===== src/rtl/time_set_controller.sv =====
`default_nettype none
// ============================================================================
//  Module      : time_set_controller
//  Description : Sequences the user time-setting flow of the clock display.
//                A long press on mode captures the running time and walks the
//                user through hour, minute and second editing; the final
//                mode press issues a single-cycle load to the timekeeper.
//                Also drives field-select and blink for the display driver.
//  Revision    : 1.0 - initial release
// ----------------------------------------------------------------------------
//  Ports
//    clock       in   1  system clock
//    reset       in   1  asynchronous, active-low reset
//    mode_press  in   1  one-cycle pulse, short press on mode
//    mode_long   in   1  one-cycle pulse, long press on mode
//    up_press    in   1  one-cycle pulse, short press on up
//    up_long     in   1  one-cycle pulse, long press on up
//    up_held     in   1  level, up button held down
//    down_press  in   1  one-cycle pulse, short press on down
//    cur_hour    in   5  running hour   (0-23)
//    cur_min     in   6  running minute (0-59)
//    cur_sec     in   6  running second (0-59)
//    set_hour    out  5  edited hour
//    set_min     out  6  edited minute
//    set_sec     out  6  edited second
//    load        out  1  one-cycle pulse, timekeeper loads set_*
//    editing     out  1  high in the hour/minute/second edit states
//    field       out  2  0 none, 1 hour, 2 minute, 3 second
//    blink       out  1  1 = show selected field, 0 = blank it
// ============================================================================
module time_set_controller #(
    parameter int REPEAT_W  = 18,
    parameter int BLINK_W   = 20,
    parameter int TIMEOUT_W = 25
) (
    input  logic       clock,
    input  logic       reset,
    input  logic       mode_press,
    input  logic       mode_long,
    input  logic       up_press,
    input  logic       up_long,
    input  logic       up_held,
    input  logic       down_press,
    input  logic [4:0] cur_hour,
    input  logic [5:0] cur_min,
    input  logic [5:0] cur_sec,
    output logic [4:0] set_hour,
    output logic [5:0] set_min,
    output logic [5:0] set_sec,
    output logic       load,
    output logic       editing,
    output logic [1:0] field,
    output logic       blink
);

    typedef enum logic [2:0] {
        ST_RUN      = 3'd0,
        ST_SET_HOUR = 3'd1,
        ST_SET_MIN  = 3'd2,
        ST_SET_SEC  = 3'd3,
        ST_COMMIT   = 3'd4
    } state_t;

    localparam logic [REPEAT_W-1:0]  C_REP_MAX   = '1;
    localparam logic [BLINK_W-1:0]   C_BLINK_MAX = '1;
    // Last count before the timeout counter reaches its all-ones value: the
    // idle cycle that would take it there is the one that aborts editing.
    localparam logic [TIMEOUT_W-1:0] C_TO_LAST   = {{(TIMEOUT_W-1){1'b1}}, 1'b0};

    state_t                 state_q, state_d;
    logic [4:0]             set_hour_q, set_hour_d;
    logic [5:0]             set_min_q, set_min_d;
    logic [5:0]             set_sec_q, set_sec_d;
    logic                   load_q, load_d;
    logic                   rep_arm_q, rep_arm_d;
    logic [REPEAT_W-1:0]    rep_cnt_q, rep_cnt_d;
    logic [TIMEOUT_W-1:0]   to_cnt_q, to_cnt_d;
    logic [BLINK_W-1:0]     blink_cnt_q, blink_cnt_d;
    logic                   blink_q, blink_d;

    logic w_pulse;
    logic w_rep_tick;
    logic w_step_up;
    logic w_step_dn;
    logic w_stay_set;

    // Minute/second step with wrap; out-of-range values are folded back.
    function automatic logic [5:0] step60(input logic [5:0] v, input logic up);
        if (up) begin
            step60 = (v >= 6'd59) ? 6'd0 : v + 6'd1;
        end else begin
            step60 = (v == 6'd0 || v > 6'd59) ? 6'd59 : v - 6'd1;
        end
    endfunction

    function automatic logic [4:0] step24(input logic [4:0] v, input logic up);
        if (up) begin
            step24 = (v >= 5'd23) ? 5'd0 : v + 5'd1;
        end else begin
            step24 = (v == 5'd0 || v > 5'd23) ? 5'd23 : v - 5'd1;
        end
    endfunction

    assign w_pulse    = mode_press | mode_long | up_press | up_long | down_press;
    // Armed repeat is only ever set inside an edit state, so no state qualifier.
    assign w_rep_tick = rep_arm_q & up_held & ~up_long & (rep_cnt_q == C_REP_MAX);

    // Next-state and field editing
    always_comb begin
        state_d    = state_q;
        set_hour_d = set_hour_q;
        set_min_d  = set_min_q;
        set_sec_d  = set_sec_q;
        w_step_up  = 1'b0;
        w_step_dn  = 1'b0;

        case (state_q)
            ST_RUN: begin
                if (mode_long) begin
                    state_d    = ST_SET_HOUR;
                    set_hour_d = cur_hour;
                    set_min_d  = cur_min;
                    set_sec_d  = cur_sec;
                end
            end
            ST_SET_HOUR, ST_SET_MIN, ST_SET_SEC: begin
                if (mode_long) begin
                    state_d = ST_RUN;
                end else if (mode_press) begin
                    case (state_q)
                        ST_SET_HOUR: state_d = ST_SET_MIN;
                        ST_SET_MIN:  state_d = ST_SET_SEC;
                        default:     state_d = ST_COMMIT;
                    endcase
                end else begin
                    // Opposing presses cancel; a repeat tick only counts when
                    // no manual press is present in the same cycle.
                    if (up_press && !down_press) begin
                        w_step_up = 1'b1;
                    end else if (down_press && !up_press) begin
                        w_step_dn = 1'b1;
                    end else if (!up_press && !down_press && w_rep_tick) begin
                        w_step_up = 1'b1;
                    end
                    if (!w_pulse && !up_held && (to_cnt_q == C_TO_LAST)) begin
                        state_d = ST_RUN;
                    end
                end

                if (w_step_up || w_step_dn) begin
                    case (state_q)
                        ST_SET_HOUR: set_hour_d = step24(set_hour_q, w_step_up);
                        ST_SET_MIN:  set_min_d  = step60(set_min_q, w_step_up);
                        default:     set_sec_d  = step60(set_sec_q, w_step_up);
                    endcase
                end
            end
            ST_COMMIT: state_d = ST_RUN;
            default:   state_d = ST_RUN;
        endcase
    end

    // Repeat, timeout and blink counters
    always_comb begin
        w_stay_set  = ((state_d == ST_SET_HOUR) || (state_d == ST_SET_MIN) ||
                       (state_d == ST_SET_SEC)) && (state_d == state_q);
        rep_arm_d   = rep_arm_q;
        rep_cnt_d   = rep_cnt_q;
        to_cnt_d    = to_cnt_q;
        blink_cnt_d = blink_cnt_q;
        blink_d     = blink_q;
        load_d      = (state_d == ST_COMMIT);

        if (!w_stay_set) begin
            rep_arm_d = 1'b0;
            rep_cnt_d = '0;
        end else if (up_long) begin
            rep_arm_d = 1'b1;
            rep_cnt_d = '0;
        end else if (!up_held) begin
            rep_arm_d = 1'b0;
            rep_cnt_d = '0;
        end else if (rep_arm_q) begin
            rep_cnt_d = rep_cnt_q + REPEAT_W'(1);
        end

        if (!w_stay_set || w_pulse || up_held) begin
            to_cnt_d = '0;
        end else begin
            to_cnt_d = to_cnt_q + TIMEOUT_W'(1);
        end

        // Any edit restarts the phase with the field visible.
        if (!w_stay_set || w_step_up || w_step_dn) begin
            blink_d     = 1'b1;
            blink_cnt_d = '0;
        end else if (blink_cnt_q == C_BLINK_MAX) begin
            blink_d     = ~blink_q;
            blink_cnt_d = '0;
        end else begin
            blink_cnt_d = blink_cnt_q + BLINK_W'(1);
        end
    end

    always_ff @(posedge clock or negedge reset) begin
        if (!reset) begin
            state_q     <= ST_RUN;
            set_hour_q  <= '0;
            set_min_q   <= '0;
            set_sec_q   <= '0;
            load_q      <= 1'b0;
            rep_arm_q   <= 1'b0;
            rep_cnt_q   <= '0;
            to_cnt_q    <= '0;
            blink_cnt_q <= '0;
            blink_q     <= 1'b1;
        end else begin
            state_q     <= state_d;
            set_hour_q  <= set_hour_d;
            set_min_q   <= set_min_d;
            set_sec_q   <= set_sec_d;
            load_q      <= load_d;
            rep_arm_q   <= rep_arm_d;
            rep_cnt_q   <= rep_cnt_d;
            to_cnt_q    <= to_cnt_d;
            blink_cnt_q <= blink_cnt_d;
            blink_q     <= blink_d;
        end
    end

    always_comb begin
        editing = 1'b0;
        field   = 2'd0;
        case (state_q)
            ST_SET_HOUR: begin editing = 1'b1; field = 2'd1; end
            ST_SET_MIN:  begin editing = 1'b1; field = 2'd2; end
            ST_SET_SEC:  begin editing = 1'b1; field = 2'd3; end
            default:     ;
        endcase
    end

    assign set_hour = set_hour_q;
    assign set_min  = set_min_q;
    assign set_sec  = set_sec_q;
    assign load     = load_q;
    assign blink    = blink_q;

endmodule
`default_nettype wire


===== config.mk =====
export PLATFORM = sky130hd
export DESIGN_NAME = time_set_controller
export DESIGN_NICKNAME = d
export VERILOG_FILES = /design/src/rtl/time_set_controller.sv
export SDC_FILE = /design/constraint.sdc
export NUM_CORES = 1
export LEC_CHECK = 0
export CORE_ASPECT_RATIO = 0.75
export CORE_MARGIN = 5
export CORE_UTILIZATION = 40
export DETAILED_ROUTE_END_ITERATION = 10
export RECOVER_POWER = 100
export SLEW_MARGIN = 20
export SYNTH_ARGS = -nofsm -noshare
export SYNTH_HDL_FRONTEND = slang
export SYNTH_SLANG_ARGS = --single-unit

===== constraint.sdc =====
create_clock -name clock -period 2.2 [get_ports clock]
set_clock_uncertainty 0.05 [all_clocks]
set_input_delay 0.22 -clock clock [delete_from_list [all_inputs] [get_ports clock]]
set_output_delay 0.22 -clock clock [all_outputs]
set_load 0.005 [all_outputs]

==> results.cfg, run 1 <==
[sta]
fmax_achieved_ghz = 0.4558
final_hold_viol_count = 0
timing.slew.headroom = 0.3484
timing.final.setup_violations = 0
timing_worst_slew_pin_value_ns = 0.9774
maxSlewViolCount = 0
final.period_utilization = 0.9973
post-route-min-period_ns = 2.194
layout_setup_ws_ns = 0.005972
grt_setup_unrepaired = yes

[final_layout]
synthToLayoutAreaGrowth_pct = 29.28
register_area_sq_um = 2153
final_layout_size_suffix_gt1_frac = 0.1352
multi_input_combinational_cell_area_sq_um = 2743
layout.filler_cells = 1142
finish.net_count = 705
post_route_standard_cell_area_excluding_fillers_sq_um = 6525
instances_no_fill = 839
num_antenna_cells = 0

[die]
core_area_sq_um = 12310
die_area_sq_um = 14990
vertical_die_dimension_microns = 107.3
dieWidth_microns = 139.7
boundaryPins = 47
row_count = 35
initial_core_util = 0.4102

[synthesis]
synth_top_cell_by_area = sky130_fd_sc_hd__dfrtp_1
synth_warn = 0
synth.most_common_cell = sky130_fd_sc_hd__nor2_1
synthesis.instances = 570
syn-num-nets = 607
netlist_area_sq_um = 5047
synth_area_per_cell_sq_um = 8.855
netlist_top_cells_area = sky130_fd_sc_hd__dfrtp_1, sky130_fd_sc_hd__nor2_1, sky130_fd_sc_hd__xor2_1, sky130_fd_sc_hd__xnor2_1, sky130_fd_sc_hd__nand3_1
yosysUniqueCellTypes = 57
ys_async_sr_fraction = 1.000
synth_edf_count = 0
dominantRegCellSynth = sky130_fd_sc_hd__dfrtp_1
commonest_cells_post_synth = sky130_fd_sc_hd__nor2_1, sky130_fd_sc_hd__dfrtp_1, sky130_fd_sc_hd__nand2_1
synth_seq_cells = 86
synth_top_area_frac = 0.4214
synth.yosys.seq_area_share = 0.4266

[placed_design]
post_dp_cell_area_sq_um = 6108
place.detailed.hpwl_microns = 8570
port-buffer-count = 46
gpl.final_weighted_congestion = 0.8406
post-place-ws_ns = -0.4192
dp.cells = 816

[global_route]
gr-max-usage-layer = met2
grtUsageMet3 = 0.03730
grt_antenna_before_repair = 0
grtUsageTotal = 0.1644
grt_util_met2 = 0.2563
first_global_vias = 4324
aggregate_global_routing_overflow = 0
grt_pass1_wl_microns = 20550
largest_net_degree_at_the_start_of_global_routing = 52
grt.met1_usage = 0.2309

[detailed_routing]
sum_of_routed_wire_length_over_all_layers_microns = 12000
drt_pre_antenna_iters = 4
detail-route-antenna-nets = 0
drt_first_iter_violations = 188
remaining_drcs = 0
num_vias = 4386
vias_per_cell = 5.228
routedWlPerCell_microns = 14.30

[setup_path]
critPathLaunchType = flip-flop
worst_path_max_delay_cell = sky130_fd_sc_hd__or4_4
cp_slowest_stage_delay_ns = 0.52
worstPathCellList = nand4_4 > or4_4 > or4_4 > and2_4 > nand3_4 > clkbuf_16 > nor2_1
worst_ep_required_time_ns = 2.38
cp_max_fo = 12
worstSetupEndpointType = flip-flop
worstSetupPathType = reg2reg
critical_path_arrival_ns = 2.37
critPathMostFrequentCell = sky130_fd_sc_hd__or4_4

[run_status]
outcome = complete, no violations

[clock_network]
clk_path_buf_depth = 2
ctsHtreeMaxLevel = 3
worst_skew_pair.late_latency_ns = 0.34
cts_inserted_buffers = 9
clk_root_buffer_cell = sky130_fd_sc_hd__clkbuf_16
tritoncts = done
cts.sinks = 86
worst_setup_hold_path_clk_slew_ns = 0.06

[pwr]
static_leakage_nw = 2.710
fin_total_pwr_mw = 5.361
ir_drop_v = 0.0004641
power-per-cell-area_nw_per_um2 = 821.6

[worst_hold_path]
min_path_type = in2reg

[run]
maxCapViolations = 0
-- area by class of cell --
class / count / share of cell area
Clock buffer: 11 / 0.03720
Sequential cell: 86 / 0.3300
Inverter: 21 / 0.01208
Timing Repair Buffer: 111 / 0.1595
Multi-Input combinational cell: 439 / 0.4203
Clock inverter: 5 / 0.009012
Tap cell: 166 / 0.03183
-- power breakdown --
group,internal (mW),leakage [nW],total [mW],switching [mW]
clock network,0.911,0.142,1.53,0.623
registers,1.74,1.16,2.03,0.295
logic,0.898,1.41,1.79,0.894
total,3.55,2.71,5.36,1.81
-- per-layer routing --
| metal | vias up | part of all wire |
|---|---|---|
| met5 | - | 0 |
| met1 | 2101 | 0.49 |
| met2 | 73 | 0.46 |
| li1 | 2199 | - |
| met4 | 0 | 0.013 |
| met3 | 13 | 0.038 |
-- sequential cells by signal, summed over array words and instances (netlist names) --
name / cells
state_q: 3
blink: 1
rep_arm_q: 1
set_min: 6
load: 1
blink_cnt_q: 20
set_hour: 5
rep_cnt_q: 18
set_sec: 6
to_cnt_q: 25
-- stage by stage --
stage	setup TNS (ns)	util	hold slack, ns
after global routing	-1.611	0.5302	0.4111
after floorplan	0	-	-0.1256
after CTS	-0.003227	0.5231	0.3425
final	0	0.5302	0.3535
after detailed placement	-25.93	0.4964	0.1714
after global placement	-26.32	0.4964	0.1728
-- worst paths after layout --
| path | slack, ns | depth (start not counted) | from | endpoint |
|---|---|---|---|---|
| min reg2reg | 0.45 | 1 | blink_cnt_q[0]$_DFF_PN0_ | blink_cnt_q[0]$_DFF_PN0_ |
| max reg2reg | 0.006 | 7 | to_cnt_q[17]$_DFF_PN0_ | to_cnt_q[19]$_DFF_PN0_ |
| min in group asynchronous | 0.51 | 2 | reset | rep_cnt_q[7]$_DFFE_PN0P_ |
| max | 0.006 | 7 | to_cnt_q[17]$_DFF_PN0_ | to_cnt_q[19]$_DFF_PN0_ |
| min | 0.35 | 4 | up_held | rep_arm_q$_DFFE_PN0P_ |
| max in group asynchronous | 0.74 | 3 | reset | blink$_DFFE_PN1P_ |
-- cells in the final DEF (no fill, tap or decap), types with 3 or more instances in the layout --
cell                               n
sky130_fd_sc_hd__a21oi_1          16
sky130_fd_sc_hd__clkbuf_16        11
sky130_fd_sc_hd__o22ai_1           4
sky130_fd_sc_hd__nand3_1          34
sky130_fd_sc_hd__dlygate4sd3_1    20
sky130_fd_sc_hd__nor3_1           17
sky130_fd_sc_hd__a31oi_1          13
sky130_fd_sc_hd__a311oi_1          4
sky130_fd_sc_hd__ha_1             12
sky130_fd_sc_hd__xor2_1           38
sky130_fd_sc_hd__buf_12            6
sky130_fd_sc_hd__o211ai_1          3
sky130_fd_sc_hd__o311ai_0          3
sky130_fd_sc_hd__nand2b_1         12
sky130_fd_sc_hd__nor2b_1           5
sky130_fd_sc_hd__and4_1            7
sky130_fd_sc_hd__nand4_1          16
sky130_fd_sc_hd__and3_1           17
sky130_fd_sc_hd__clkbuf_1          5
sky130_fd_sc_hd__inv_1            21
sky130_fd_sc_hd__nand2_1          40
sky130_fd_sc_hd__a211oi_1          7
sky130_fd_sc_hd__o21ai_0          25
sky130_fd_sc_hd__buf_4            51
sky130_fd_sc_hd__dfrtp_1          85
sky130_fd_sc_hd__nor2_1           97
sky130_fd_sc_hd__clkdlybuf4s50_1  25
sky130_fd_sc_hd__xnor2_1          27
-- cell families after synthesis --
family                     Yosys count  synth area share
AOI/OAI and AO/OA                   91            0.1175
and+or+nand+nor                    269            0.2685
xor gates and xnor gates            65            0.1128
muxes                                2          0.003966
buffers and inverters               45           0.04090
DFF                                 86            0.4266
adders and majority gates           12           0.02975
-- what timing repair did --
item | in CTS | in global routing
pin swaps | 0 | 10
gates cloned | 0 | 2
endpoints found under the hold margin | 35 | 0
setup endpoints to repair | 49 | 64
setup buffers | 0 | 4
hold buffers | 1 | 0
gates resized for setup | 3 | 6
-- worst max-delay path, delay by kind of cell (launching register included) --
family                 cells  cell delay [ns]
buffers and inverters      1             0.17
flip-flops                 1             0.39
AND/OR/NAND/NOR            6             1.47
Power figures use the tool's default switching activity.
==> inputs of run 2 (changes only) <==
- SLEW_MARGIN: 20 -> default
==> results of run 2 <==
Final layout, timing and power as in run 1 (identical DEF).
==> inputs of run 3 (changes only) <==
- clock period: 2.2 -> 2.7 ns (I/O delays scaled with it)
==> run 3 against run 2 <==
Against the previous run: maximum frequency down 12%; clock power shrank 14%; hold slack improved by 0.087 ns; sequential share of layout area grew 2.4 points; via count shrank 3.8%; total power down 19%; global-route usage fell by 0.40 points; first-iteration DRC count rose by 35%; cell area is 6.8% lower; wire length down 3.2%; count of clock-buffer cells in the layout down 1; critical path type unchanged; largest cell class unchanged.
==> results.cfg, run 3 (synthesis results as in run 1) <==
[placed_design]
post-place-ws_ns = 0.06900
dp.cells = 778
port-buffer-count = 46
place.detailed.hpwl_microns = 8103
gpl.final_weighted_congestion = 0.7957

[worst_hold_path]
min_path_type = reg2reg

[setup_path]
critPathLaunchType = flip-flop
critical_path_arrival_ns = 2.66
worst_setup_path_endpoint = blink_cnt_q[10]$_DFF_PN0_
worstSetupPathType = reg2reg
crit-reg2reg-capture = blink_cnt_q[10]$_DFF_PN0_
register_to_register_setup_slack_ns = 0.21
critPathLaunch = to_cnt_q[15]$_DFF_PN0_
worst_ep_required_time_ns = 2.87
cp_max_fo = 17
worstSetupEndpointType = flip-flop
r2r.worst_path.cells = 7
worst_r2r_src = to_cnt_q[15]$_DFF_PN0_

[final_layout]
largestRegisters = to_cnt_q x25, blink_cnt_q x20, rep_cnt_q x18
layout.cells.most_common = sky130_fd_sc_hd__nor2_1
final_layout_size_suffix_gt1_frac = 0.06995
synthToLayoutAreaGrowth_pct = 20.50
finish.net_count = 661
instances_no_fill = 795
max_flop_register = to_cnt_q
num_antenna_cells = 0
layout.core_utilization = 0.4943
largest_register_ffs = 25
layout.cells.most_common_list = sky130_fd_sc_hd__nor2_1, sky130_fd_sc_hd__dfrtp_1, sky130_fd_sc_hd__nand2_1, sky130_fd_sc_hd__xor2_1, sky130_fd_sc_hd__nand3_1

[pwr]
p_clk_frac = 0.302
switching_power_mw = 1.468
power.share.switching = 0.3368
power_frac_comb = 0.304
ir_drop_v = 0.0003965
pwr-share-seq = 0.394
cell_internal_pwr_mw = 2.890
static_leakage_nw = 2.443
power-per-cell-area_nw_per_um2 = 716.5

[sta]
timing_worst_slew_pin_value_ns = 1.362
fmax_achieved_ghz = 0.4023
maxSlewViolCount = 0
totalNegativeSetupSlack_ns = 0
grt_setup_unrepaired = no
layout_setup_ws_ns = 0.2143
final_hold_viol_count = 0
timing.final.setup_violations = 0
post-route-min-period_ns = 2.486
final.period_utilization = 0.9206
timing.slew.headroom = 0.09188
hold_slack_ns = 0.4404

[detailed_routing]
remaining_drcs = 0
drt_first_iter_violations = 253
routedWlPerCell_microns = 14.61
num_vias = 4220
sum_of_routed_wire_length_over_all_layers_microns = 11610
detail-route-antenna-nets = 0
drt_pre_antenna_iters = 6
vias_per_cell = 5.308

[clock_network]
ctsHtreeMaxLevel = 3
cts_inserted_buffers = 9
post_cts_hold_buffer_count = 1
cts.sinks = 86
cts_resized = 0
postCtsSetupRepairBufs = 0
tritoncts = done
clk_root_buffer_cell = sky130_fd_sc_hd__clkbuf_16
clk_path_buf_depth = 2
worst_setup_hold_path_clk_slew_ns = 0.06
worst_skew_pair.late_latency_ns = 0.34

[die]
initial_core_util = 0.4102
core_area_sq_um = 12310
die_area_sq_um = 14990
boundaryPins = 47
dieWidth_microns = 139.7
row_count = 35
vertical_die_dimension_microns = 107.3

[global_route]
largest_net_degree_at_the_start_of_global_routing = 54
grt_antenna_before_repair = 0
first_global_vias = 4216
grt_pass1_wl_microns = 20120
grtUsageTotal = 0.1604
aggregate_global_routing_overflow = 0

[run]
maxCapViolations = 0

[run_status]
outcome = complete, no violations
==> run 3: changes by cell type in the layout (fill, tap and decap cells not counted), sizes merged <==
cell and delta:
bufinv +1, clkinvlp -1, dlymetal6s2s -1, clkinv +1, clkbuf -5, buf -40
dlygate4sd3 +1
==> run 3: per-stage QoR <==
stage,total power [mW],cell area [sq um]
after floorplan,2.508,5047
after global placement,3.080,5789
after detailed placement,3.113,5789
after CTS,4.456,6115
after global routing,4.652,6082
final,4.358,6082
==> run 3: worst max-delay path: stages (launching register included) <==
cell and delay (ns):
sky130_fd_sc_hd__dfrtp_1 0.44, sky130_fd_sc_hd__nand4_2 0.15, sky130_fd_sc_hd__or4_1 0.55, sky130_fd_sc_hd__or4_1 0.64
sky130_fd_sc_hd__nand4_2 0.15, sky130_fd_sc_hd__nand2b_1 0.17, sky130_fd_sc_hd__buf_12 0.15, sky130_fd_sc_hd__nor2_1 0.06
==> run 3: worst min path at each step <==
stage	cells past startpoint	from	slack, ns	end
after floorplan	0	reset	-0.08	blink_cnt_q[0]$_DFF_PN0_
after global placement	1	reset	0.32	set_sec[2]$_DFFE_PN0P_
after detailed placement	1	reset	0.33	set_sec[2]$_DFFE_PN0P_
after CTS	3	cur_min[3]	0.43	set_min[3]$_DFFE_PN0P_
after global routing	3	cur_hour[0]	0.46	set_hour[0]$_DFFE_PN0P_
final	1	blink_cnt_q[0]$_DFF_PN0_	0.44	blink_cnt_q[0]$_DFF_PN0_
==> run 3: power groups by stage <==
| stage | registers (mW) | logic (mW) | clock network [mW] |
|---|---|---|---|
| 2_1_floorplan | 1.61 | 0.901 | 0 |
| 3_3_place_gp | 1.74 | 1.34 | 0 |
| 3_5_place_dp | 1.74 | 1.38 | 0 |
| 4_1_cts | 1.71 | 1.38 | 1.36 |
| 5_1_grt | 1.75 | 1.49 | 1.41 |
| 6_report | 1.72 | 1.32 | 1.32 |
==> run 3: per-layer routing <==
metal | global-route usage | part of all wire | vias up
met2 | 0.2598 | 0.45 | 84
met5 | 0 | 0 | -
met4 | 0.03527 | 0.0098 | 0
met3 | 0.03552 | 0.043 | 15
li1 | - | - | 2098
met1 | 0.2217 | 0.50 | 2023
==> run 3: final cells by class <==
cell class | instances | area (sq um)
well taps | 166 | 207.7
multi-input cells | 439 | 2681
inverters | 21 | 78.83
repair buffers | 67 | 645.6
flip-flops and latches | 86 | 2153
fillers | 1158 | 6223
clock buffers | 10 | 229.0
clock inverters | 6 | 86.33
==> patch, RTL diff (flow settings as in run 1) <==
Reset style: synchronous (`reset`), changed in one clocked block. Comments in the files are not updated.
--- a/src/rtl/time_set_controller.sv
+++ b/src/rtl/time_set_controller.sv
@@ -204,3 +204,3 @@
 
-    always_ff @(posedge clock or negedge reset) begin
+    always_ff @(posedge clock) begin
         if (!reset) begin
Behaviour: differs if reset is asserted again (counterexample within 4 cycles, from zero or initial values and one cycle with reset low); with reset held inactive, the same outputs for 4 cycles.
==> patch against run 1 <==
Sequential cell count did not move; count of clock-buffer cells in the layout unchanged; core utilization is 1.6 points lower; global-route usage increased by 0.16 points; synthesized area down 5.3%; sequential share of layout area fell by 4.2 points; worst hold slack gained 0.048 ns; design area down 8.1%; critical path depth up 2; wire length fell by 2.1%; setup slack gained 0.12 ns.
Power is not compared: it rests on default switching activity, and its combinational part moved more than twofold at a synthesized area within 25%.
==> patch: results (changes against run 1) <==
TritonCTS Buffers: 9 (unchanged)
Clock root cell: clkbuf_16
1st-pass router iterations: 5 (+1)
First-iteration detailed-routing DRC count: 310 (+65%)
Layout cells sized above 1: 13.8% (+0.26 points)
HP Class: primary input to flop
Clk_lat worst skew: 0.35 ns
Clock transition at the registers of the reported paths: 0.06 ns (about the same)
N_diodes: 0 (unchanged)
Fill count: 1110 (-2.8%)
WL per Instance: 14.4 um (+0.75%)
Top cells by area, synth: dfxtp_1 36%, xor2_1 8.1%, nor2_1 6.8%, xnor2_1 4.8%, nand2_1 3.6%
DP Area: 5720 um2 (-6.3%)
Non-filler cells, final: 815 (-2.9%)
Ys Warns: 0 (unchanged)
Power Dens Cells: 635 nW/um2
Post-synth cell types: 69 (+21%)
DP Worst Slack: -0.127 ns (+0.292 ns)
# resized after CTS: 0 (-3)
Setup bufs post-CTS: 0 (unchanged)
Worst EP arrival: 2.25 ns (-0.12 ns)
Post-DP HPWL: 8710 um (+1.6%)
Part of the Yosys area used for sequential elements: 36.0% (-6.7 points)
H-Tree Level Count: 3 (unchanged)
Syn_nets: 607 (unchanged)
Pin count of the biggest net entering global routing: 26 (-50%)
First-pass GRT wire length: 19600 um (-4.8%)
Leakage power: 2.15 nW
Longest Clk Path Bufs: 2 (unchanged)
Post-synthesis area per instance: 8.39 um2 (-5.3%)
Asr flop ratio synth: 0% (-100 points)
Largest vdd supply drop: 0.370 mV
Vias in the first global route: 4005 (-7.4%)
Status: completed
Max transition margin: 58.0% (+23 points)
Input/output buffers: 46 (unchanged)
Crit path max fanout: 17 (+5)
Top Registers: to_cnt_q x25, blink_cnt_q x20, rep_cnt_q x18
Post-synth top cells: 87 x nor2_1, 86 x dfxtp_1, 46 x nand2_1, 44 x xor2_1, 31 x nand3_1
GPL Wtd Cong: 0.881 (+4.8%)
Initial antenna violation count: 0 (unchanged)
Layout net count: 685 (-2.8%)
GRT Total Usage: 16.6% (+0.16 points)
Via density: 5.33 (+2.0%)
DP Cell Count: 799 (-2.1%)
==> patch: final timing paths <==
path,from,to,slack (ns),depth (start not counted)
max,up_long,blink_cnt_q[17],0.13,9
min,cur_sec[4],set_sec[4],0.40,3
max reg2reg,rep_cnt_q[1],set_hour[4],0.16,8
min reg2reg,blink_cnt_q[19],blink_cnt_q[19],0.41,2
==> patch: worst max-delay path: stages <==
cell,delay (ns)
dlygate4sd3_1,0.57
clkbuf_1,0.13
nor4_1,0.44
and4_1,0.30
nand3_4,0.11
o211ai_4,0.10
or2_1,0.17
buf_12,0.15
nor2_1,0.05
==> patch: power by group <==
group	switching [mW]	internal, mW
Clock	0.646	0.835
Sequential	0.0750	1.59
Combinational	0.321	0.333
==> patch: cell type report <==
type / count / share of cell area, %
Inverter: 17 / 1.06
Sequential cell: 86 / 28.8
Clock buffer: 11 / 4.22
Clock inverter: 5 / 0.689
Multi-Input combinational cell: 434 / 47.0
Timing Repair Buffer: 100 / 14.9
Tap cell: 162 / 3.38
==> patch: cells by family (layout without fill, tap and decap cells) <==
| family | after synthesis | in the layout | share of synthesized area (%) |
|---|---|---|---|
| xor+xnor | 70 | 70 | 12.8 |
| fa+ha+maj | 12 | 12 | 3.14 |
| mux | 4 | 4 | 0.890 |
| compound gates | 98 | 98 | 15.5 |
| simple gates | 250 | 250 | 26.5 |
| buf+inv | 50 | 133 | 5.05 |
| flops | 86 | 86 | 36.0 |
==> patch: per-layer routing <==
metal | vias up | global-route usage, % | wire, um
met3 | 15 | 4.47 | 604
li1 | 2172 | - | -
met1 | 2064 | 23.6 | 5790
met5 | - | 0 | 0
met4 | 0 | 4.46 | 146
met2 | 93 | 24.8 | 5200
